### src/rtl/fft_r2_dif_unload.sv
// fft_r2_dif_unload
//
// Output unloader for the radix-2 DIF FFT datapath. It captures one whole
// parallel frame from the last butterfly stage. That frame arrives in
// bit-reversed order. The unloader then streams the frame out one complex
// sample per beat, in natural frequency order, under a valid/ready handshake.
//
// Ports:
//   i_clk, i_rst             single clock, synchronous active-high reset
//   i_sink_valid/o_sink_ready parallel frame handshake
//   i_sink_r/i_sink_i         N signed W-bit words, bit-reversed order
//   o_source_valid/i_source_ready serial beat handshake
//   o_source_r/o_source_i     current sample (registered)
//   o_source_idx              natural-order frequency index k
//   o_source_sop/o_source_eop k == 0 / k == N-1 markers
//
// Build option: define FFT_UNLOAD_DOUBLE_BUF_EN to get two ping-pong frame
// buffers. The next frame is then accepted while the current one streams,
// and frames run back to back with no bubble. Without the macro there is a
// single buffer, and one idle cycle separates consecutive frames.
module fft_r2_dif_unload #(
  parameter int DATA_WIDTH = 16,
  parameter int POW        = 3,
  localparam int W         = DATA_WIDTH + 8 + POW,
  localparam int N         = 2 ** POW
) (
  input  logic                i_clk,
  input  logic                i_rst,
  input  logic                i_sink_valid,
  output logic                o_sink_ready,
  input  logic signed [W-1:0] i_sink_r [N],
  input  logic signed [W-1:0] i_sink_i [N],
  output logic                o_source_valid,
  input  logic                i_source_ready,
  output logic signed [W-1:0] o_source_r,
  output logic signed [W-1:0] o_source_i,
  output logic [POW-1:0]      o_source_idx,
  output logic                o_source_sop,
  output logic                o_source_eop
);

  typedef enum logic {S_IDLE, S_STREAM} state_t;

  localparam logic [POW-1:0] K_LAST = {POW{1'b1}};

  // Mirror the bits of a frequency index to find where it sits in the
  // bit-reversed frame buffer.
  function automatic logic [POW-1:0] bitrev(input logic [POW-1:0] k);
    logic [POW-1:0] r;
    r = '0;
    for (int b = 0; b < POW; b++) r[b] = k[POW-1-b];
    return r;
  endfunction

  state_t                r_state;
  logic                  r_src_valid;
  logic signed [W-1:0]   r_src_r;
  logic signed [W-1:0]   r_src_i;
  logic [POW-1:0]        r_src_idx;
  logic                  r_src_sop;
  logic                  r_src_eop;

  logic                  w_accept;
  logic                  w_at_last;
  logic [POW-1:0]        w_next_k;

  assign w_accept  = i_sink_valid && o_sink_ready;
  assign w_at_last = (r_src_idx == K_LAST);
  assign w_next_k  = r_src_idx + POW'(1);

  assign o_source_valid = r_src_valid;
  assign o_source_r     = r_src_r;
  assign o_source_i     = r_src_i;
  assign o_source_idx   = r_src_idx;
  assign o_source_sop   = r_src_sop;
  assign o_source_eop   = r_src_eop;

`ifdef FFT_UNLOAD_DOUBLE_BUF_EN

  logic signed [W-1:0] r_buf_r [2][N];
  logic signed [W-1:0] r_buf_i [2][N];
  logic [1:0]          r_full;
  logic                r_wr_sel;
  logic                r_rd_sel;
  logic                w_other;

  // Frames are written and read in strict alternation. So the write pointer
  // always lands on the free buffer whenever one exists. Reset holds ready
  // low because the full flags are not yet known to be clear.
  assign w_other      = ~r_rd_sel;
  assign o_sink_ready = !i_rst && !r_full[r_wr_sel];

  // Ping-pong controller. Incoming frames go to the write buffer. The read
  // buffer is streamed in natural order. At the last beat, the stream hops
  // straight to the other buffer if a frame is waiting there. That frame
  // may even be arriving on this same edge, so it is read directly from the
  // sink inputs.
  always_ff @(posedge i_clk) begin
    if (i_rst) begin
      r_state     <= S_IDLE;
      r_full      <= '0;
      r_wr_sel    <= 1'b0;
      r_rd_sel    <= 1'b0;
      r_src_valid <= 1'b0;
      r_src_r     <= '0;
      r_src_i     <= '0;
      r_src_idx   <= '0;
      r_src_sop   <= 1'b0;
      r_src_eop   <= 1'b0;
    end else begin
      if (w_accept) begin
        r_buf_r[r_wr_sel] <= i_sink_r;
        r_buf_i[r_wr_sel] <= i_sink_i;
        r_full[r_wr_sel]  <= 1'b1;
        r_wr_sel          <= ~r_wr_sel;
      end
      case (r_state)
        S_IDLE: begin
          if (w_accept) begin
            r_state     <= S_STREAM;
            r_src_valid <= 1'b1;
            r_src_r     <= i_sink_r[0];
            r_src_i     <= i_sink_i[0];
            r_src_idx   <= '0;
            r_src_sop   <= 1'b1;
            r_src_eop   <= 1'b0;
          end
        end
        S_STREAM: begin
          if (i_source_ready) begin
            if (w_at_last) begin
              r_full[r_rd_sel] <= 1'b0;
              r_rd_sel         <= w_other;
              r_src_idx        <= '0;
              r_src_eop        <= 1'b0;
              if (r_full[w_other]) begin
                r_src_r   <= r_buf_r[w_other][0];
                r_src_i   <= r_buf_i[w_other][0];
                r_src_sop <= 1'b1;
              end else if (w_accept) begin
                r_src_r   <= i_sink_r[0];
                r_src_i   <= i_sink_i[0];
                r_src_sop <= 1'b1;
              end else begin
                r_state     <= S_IDLE;
                r_src_valid <= 1'b0;
                r_src_r     <= '0;
                r_src_i     <= '0;
                r_src_sop   <= 1'b0;
              end
            end else begin
              r_src_idx <= w_next_k;
              r_src_r   <= r_buf_r[r_rd_sel][bitrev(w_next_k)];
              r_src_i   <= r_buf_i[r_rd_sel][bitrev(w_next_k)];
              r_src_sop <= 1'b0;
              r_src_eop <= (w_next_k == K_LAST);
            end
          end
        end
        default: r_state <= S_IDLE;
      endcase
    end
  end

`else

  logic signed [W-1:0] r_buf_r [N];
  logic signed [W-1:0] r_buf_i [N];

  // With one buffer, a new frame can only land once the previous frame has
  // fully drained. So ready is simply "sitting in IDLE and not in reset".
  assign o_sink_ready = !i_rst && (r_state == S_IDLE);

  // Single-buffer controller. Beat 0 is driven straight from the sink inputs
  // on the accept edge. This makes k=0 visible in the very next cycle, and
  // bitrev(0) is 0, so that is the right word. Later beats read the latched
  // buffer. Leaving the stream clears the data outputs back to zero.
  always_ff @(posedge i_clk) begin
    if (i_rst) begin
      r_state     <= S_IDLE;
      r_src_valid <= 1'b0;
      r_src_r     <= '0;
      r_src_i     <= '0;
      r_src_idx   <= '0;
      r_src_sop   <= 1'b0;
      r_src_eop   <= 1'b0;
    end else begin
      case (r_state)
        S_IDLE: begin
          if (w_accept) begin
            r_buf_r     <= i_sink_r;
            r_buf_i     <= i_sink_i;
            r_state     <= S_STREAM;
            r_src_valid <= 1'b1;
            r_src_r     <= i_sink_r[0];
            r_src_i     <= i_sink_i[0];
            r_src_idx   <= '0;
            r_src_sop   <= 1'b1;
            r_src_eop   <= 1'b0;
          end
        end
        S_STREAM: begin
          if (i_source_ready) begin
            if (w_at_last) begin
              r_state     <= S_IDLE;
              r_src_valid <= 1'b0;
              r_src_r     <= '0;
              r_src_i     <= '0;
              r_src_idx   <= '0;
              r_src_sop   <= 1'b0;
              r_src_eop   <= 1'b0;
            end else begin
              r_src_idx <= w_next_k;
              r_src_r   <= r_buf_r[bitrev(w_next_k)];
              r_src_i   <= r_buf_i[bitrev(w_next_k)];
              r_src_sop <= 1'b0;
              r_src_eop <= (w_next_k == K_LAST);
            end
          end
        end
        default: r_state <= S_IDLE;
      endcase
    end
  end

`endif

endmodule
### config.mk
export PLATFORM = sky130hd
export DESIGN_NAME = fft_r2_dif_unload
export DESIGN_NICKNAME = d
export VERILOG_FILES = /design/src/rtl/fft_r2_dif_unload.sv
export SDC_FILE = /design/constraint.sdc
export NUM_CORES = 1
export LEC_CHECK = 0
export ABC_AREA = 1
export ABC_CLOCK_PERIOD_IN_PS = 12300
export BUFFER_PORTS_ARGS = -buffer_cell sky130_fd_sc_hd__buf_2
export CELL_PAD_IN_SITES_DETAIL_PLACEMENT = 0
export CELL_PAD_IN_SITES_GLOBAL_PLACEMENT = 1
export CORE_MARGIN = 3
export CORE_UTILIZATION = 41
export DETAILED_ROUTE_END_ITERATION = 8
export PLACE_DENSITY_LB_ADDON = 0.1
export SLEW_MARGIN = 5
export SYNTH_ARGS = -nofsm -noshare
export SYNTH_HDL_FRONTEND = slang
export SYNTH_SLANG_ARGS = --single-unit
### constraint.sdc
create_clock -name i_clk -period 12.3 [get_ports i_clk]
set_clock_uncertainty 0.05 [all_clocks]
set_input_delay 0 -clock i_clk [delete_from_list [all_inputs] [get_ports i_clk]]
set_output_delay 0 -clock i_clk [all_outputs]
set_load 0.02 [all_outputs]
# Word-level counts from Yosys, hierarchy flattened
# Cells that the tools add are included.
dict set report op_classes {
  addsub 1
  order_cmp 1
  n_eq_ne 5
  mux 32
  bitwise 3
  n_reduce_logical 6
}
# op count
set op_table {}
lappend op_table {{$mux 27} 10}
lappend op_table {{$bmux 27 s3} 2}
lappend op_table {{$pmux 27 s2} 2}
lappend op_table {{$mux 1} 10}
lappend op_table {{$mux 3} 3}
lappend op_table {{$pmux 1 s2} 4}
lappend op_table {{$eq 3x3->1 const B} 2}
lappend op_table {{$pmux 3 s2} 1}
lappend op_table {{$reduce_and 3->1} 2}
lappend op_table {{$ge 4x4->1 const B} 1}
lappend op_table {{$ne 2x2->1 const B} 2}
lappend op_table {{$not 3->4} 1}
lappend op_table {{$add 3x1->3 const B} 1}
lappend op_table {{$logic_and 1x1->1} 2}
lappend op_table {{$ne 2x1->1 const B} 1}
lappend op_table {{$not 1->1} 2}
lappend op_table {{$reduce_and 2->1} 1}
lappend op_table {{$logic_not 1->1} 1}
dict set report word_totals {
  reg_bits 493
  in_bits 436
}

# Depth between registers and ports, before layout
dict set report depth {
  ltp_word 8
  mapped_depth 12
}

# Worst setup path before layout
# No wires, ideal clock.
dict set report synth_timing {
  path_type {register -> register}
  from {reg r_state}
  to {reg r_buf_i[0] (netlist name), enable pin}
  setup_time_ns 0.778
  t_arrival_ns 9.035
  t_required_ns 11.472
  setup_slack_ns 2.438
  stages_incl_launch_ff 4
  path_buffers 0
  cell_sequence {dfxtp_1 nor2_2 nand2_2 inv_1}
}
dict set report synth_between {
  elab_chain_cells 4
}
# item line
set synth_lines {}
lappend synth_lines {{from (decl)} 55} ;# state_t r_state;
lappend synth_lines {{from (signal assigned)} 180} ;# r_state <= S_IDLE;
lappend synth_lines {{from (signal assigned)} 193} ;# r_state <= S_STREAM;
lappend synth_lines {{from (signal assigned)} 205} ;# r_state <= S_IDLE;
lappend synth_lines {{$not 1->1 (no source line)} -}
lappend synth_lines {{$logic_and 1x1->1} 172} ;# assign o_sink_ready = !i_rst && (r_state == S_IDLE);
lappend synth_lines {{named net o_sink_ready} 30} ;# output logic o_sink_ready,
lappend synth_lines {{$logic_and 1x1->1} 67} ;# assign w_accept = i_sink_valid && o_sink_ready;
lappend synth_lines {{$reduce_and 3->1 (no source line)} -}
lappend synth_lines {{to (signal assigned)} 192} ;# r_buf_i <= i_sink_i;
lappend synth_lines {{to (decl)} 168} ;# logic signed [W-1:0] r_buf_i [N];
# The timed path passes the listed nets, and every way through them passes these cells.
# A chain may end at the register's enable or synchronous reset.

# Worst setup path in the final report
dict set report layout_timing {
  from {reg r_src_idx[0], in the netlist o_source_idx[0]}
  to {reg r_src_r[12], in the netlist o_source_r[12]}
}
dict set report layout_between {
  elab_chain_cells 8
  elab_cells_between_ends 9
  cone_classes {add/sub: 1; eq/ne: 1; mux: 6; bitwise: 1}
}
# item line
set layout_lines {}
lappend layout_lines {{from (decl)} 59} ;# logic [POW-1:0] r_src_idx;
lappend layout_lines {{from (signal assigned)} 213} ;# r_src_idx <= w_next_k;
lappend layout_lines {{$add 3x1->3} 69} ;# assign w_next_k = r_src_idx + POW'(1);
lappend layout_lines {{$not 3->4 (implied by the code)} 214} ;# r_src_r <= r_buf_r[bitrev(w_next_k)];
lappend layout_lines {{$bmux 27 s3} 214}
lappend layout_lines {{$mux 27 (implied by the code) (2 in series)} 214}
lappend layout_lines {{$mux 27 (*)} 204} ;# if (w_at_last) begin
lappend layout_lines {{$mux 27 (*)} 203} ;# if (i_source_ready) begin
lappend layout_lines {{$pmux 27 s2 (*)} 188} ;# case (r_state)
lappend layout_lines {{to (signal assigned)} 195} ;# r_src_r <= i_sink_r[0];
lappend layout_lines {{to (signal assigned)} 214}
lappend layout_lines {{to (decl)} 57} ;# logic signed [W-1:0] r_src_r;
# Mark *: on every way between the ends. The rest lies on a longest branch, timed or not. The select of a mux whose other input is x is not followed.

==> reports/qor.yml <==
placed_design:
  dpl.cell_count: 3445
  gp_congestion: 0.836
  place_hpwl_mm: 41.8
  port_buffers: 496
power:
  ir_drop_mv: 0.115
  power_leakage_nw: 15.2
  comb_power_share_pct: 12.6
  p_seq_share_pct: 47.7
  power.share.switching_pct: 24.2
  power.internal_w: 0.00311
  power.density_mw_per_mm2: 133
  netSwitchingPower_w: 0.000992
  pwr-share-clk_pct: 39.7
yosys:
  syn_area_sq_mm: 0.0218
  synth_area_leaders: "edfxtp_1, nand2_1, inv_1"
  synth_top_area_cell: "edfxtp_1"
  synth-seq-cells: 493
  synth_seq_area_share_pct: 65.2
  yosys.area.top_type_share_pct: 59.6
  ys_warn_count: 0
  syn_inst: 2361
  synth_cell_types: 20
  syn-num-nets: 2800
  syn_area_per_cell_sq_um: 9.22
worst_setup_path:
  path_cells: "ha_1 -> ha_4 -> inv_6 -> buf_4 -> nand2_1 -> nand3_1 -> nand2_1 -> nand2_1 -> nand3_1 -> nand2_1 -> inv_1"
  crit_top_cell: "nand2_1"
  crit_required_ns: 12.74
  worst-setup-path-type: "register to register"
  slowest_delay_ns: 0.92
  timing.rr.start: "o_source_idx[0]"
  cpMaxStageDelayCell: "buf_4"
  startpoint: "o_source_idx[0]"
  crit_arrival_ns: 4.65
  crit_fanout: 132
  start_kind: "register"
  crit_path_end_kind: "register"
min_path:
  min_from: "i_sink_i[158]"
  hold_class: "primary input to register"
routing:
  drtIter0Drc: 1115
  drc: 0
  wl_met1_mm: 29.8
  wl_met2_mm: 33.1
  highest_layer: "met5"
  met3_length_mm: 4.07
  drt-vias-per-instance: 4.58
  first_pass_iters: 6
  wl_per_cell_um: 17.4
  antenna_left: 0
  wl_mm: 69.6
  via_count: 18341
layout:
  mostFrequentLayoutCells: "nand2_1, inv_1, buf_2, dlygate4sd3_1, edfxtp_1"
  layout.nets: 3697
  fillers: 4476
  final_common_cell: "nand2_1"
  multi_input_area_sq_mm: 0.00485
  drive_gt1_share_pct: 18.1
  area_growth_pct: 42.1
  fin_cells: 4003
  regArea_sq_mm: 0.0142
global_route:
  first_global_vias: 18596
  grt_pass1_wl_mm: 106
  gr-total-overflow: 0
  grt_antenna_before_repair: 20
  grt_max_degree: 166
  track_usage_pct: 24.4
sta:
  final.min_clock_period_ns: 4.21
  slew-limit-headroom_pct: 23.2
  whs_ns: 0.0521
  fin_setup_tns_ns: 0
  hold_violations: 0
  drv_slew: 0
  tightestPinTransition_ns: 1.15
  setup_viol: 0
  max_freq_mhz: 237
  grt_setup_unrepaired: "no"
  fin_crit_sh_pct: 34.2
outcome:
  outcome: "completed"
floorplan:
  die_w_um: 236
  core_sq_mm: 0.0519
  die-area_sq_mm: 0.0559
  die_h_um: 236
  initial_core_util_pct: 41.9
  io-pin-count: 497
  std_cell_rows: 83
clocking:
  cts_buffer_depth: 3
  cts_root_buffer: "clkbuf_16"
  holdBufCountCts: 436
  cts_max_level: 2
  cts_tree: "yes"
  cts_resized: 0
  post-cts-setup-buffers: 0
  cts_buffers: 55
  clkTransAtPathRegs_ns: 0.06
  clock-sinks: 493
  worstSkewPairLatency_ns: 0.60
flow_run:
  drv_cap: 0
[critical path: cells and delay by family (launching register included)]
family,cells,cell delay (ns)
buffers and inverters,3,1.83
flip-flops,1,0.86
adder cells (fa/ha/maj),2,0.73
AND/OR/NAND/NOR,6,0.57
[cells by family (layout without fill, tap and decap cells)]
family / after synthesis / after routing / share of synthesized area [%]
and+or+nand+nor: 1098 / 1098 / 20.6
DFF: 493 / 493 / 65.2
adders and majority gates: 3 / 3 / 0.172
AOI/OAI and AO/OA: 61 / 61 / 1.40
other: 0 / 19 / 0
buffers and inverters: 706 / 1649 / 12.7
[routing by layer]
| metal | global-route usage (%) | vias to the layer above |
|---|---|---|
| met4 | 10.0 | 4 |
| met2 | 40.1 | 600 |
| met3 | 4.29 | 149 |
| met5 | 0 | - |
| met1 | 32.0 | 8542 |
| li1 | - | 9046 |
[flip-flops by register name, summed over array words and instances, names as in the netlist]
signal and flops:
o_source_i 27, o_source_idx 3, r_buf_i 216, o_source_valid 1, o_source_r 27, o_source_sop 1, r_buf_r 216, o_source_eop 1
r_state 1
[area by class of cell]
cell class / count / area share [%]
multi-input cells: 1162 / 15.7
clock buffers: 80 / 5.05
repair buffers: 944 / 22.5
flip-flops and latches: 493 / 45.9
inverters: 602 / 7.35
clock inverters: 23 / 0.708
well taps: 680 / 2.75
diodes: 19 / 0.154
[metrics by stage]
step	total power (W)	setup slack (ns)	utilization, %	instance area [sq um]
floorplan	0.00223	2.44	-	21800
global placement	0.00239	8.11	47.7	24800
detailed placement	0.00239	8.02	47.7	24800
CTS	0.00414	8.01	59.5	30900
global route	0.00426	7.70	59.6	30900
finish	0.00410	8.09	59.6	30900
[synth_stat cells, drive strengths merged]
cell and n:
nand2 714, inv 602, edfxtp 432, nand3 272
nor2 111, buf 70, dfxtp 61, o21ai 57
clkbuf 34, a21oi 4, ha 3, nand4 1
[worst paths after layout]
path / to / slack (ns) / depth (start not counted)
hold / removal: r_buf_i[158] / 0.05 / 2
hold reg to reg: o_source_eop / 0.41 / 2
setup / recovery: o_source_r[12] / 8.09 / 11
setup reg to reg: o_source_r[12] / 8.09 / 11
[power by group through the flow]
| stage | sequential [W] | combinational [W] | clock [W] |
|---|---|---|---|
| after detailed placement | 0.00199 | 0.000401 | 0 |
| after global routing | 0.00197 | 0.000570 | 0.00173 |
| final | 0.00196 | 0.000517 | 0.00163 |
| after floorplan | 0.00204 | 0.000199 | 0 |
| after global placement | 0.00199 | 0.000398 | 0 |
| after CTS | 0.00196 | 0.000517 | 0.00167 |
(Power assumes the default switching activity.)
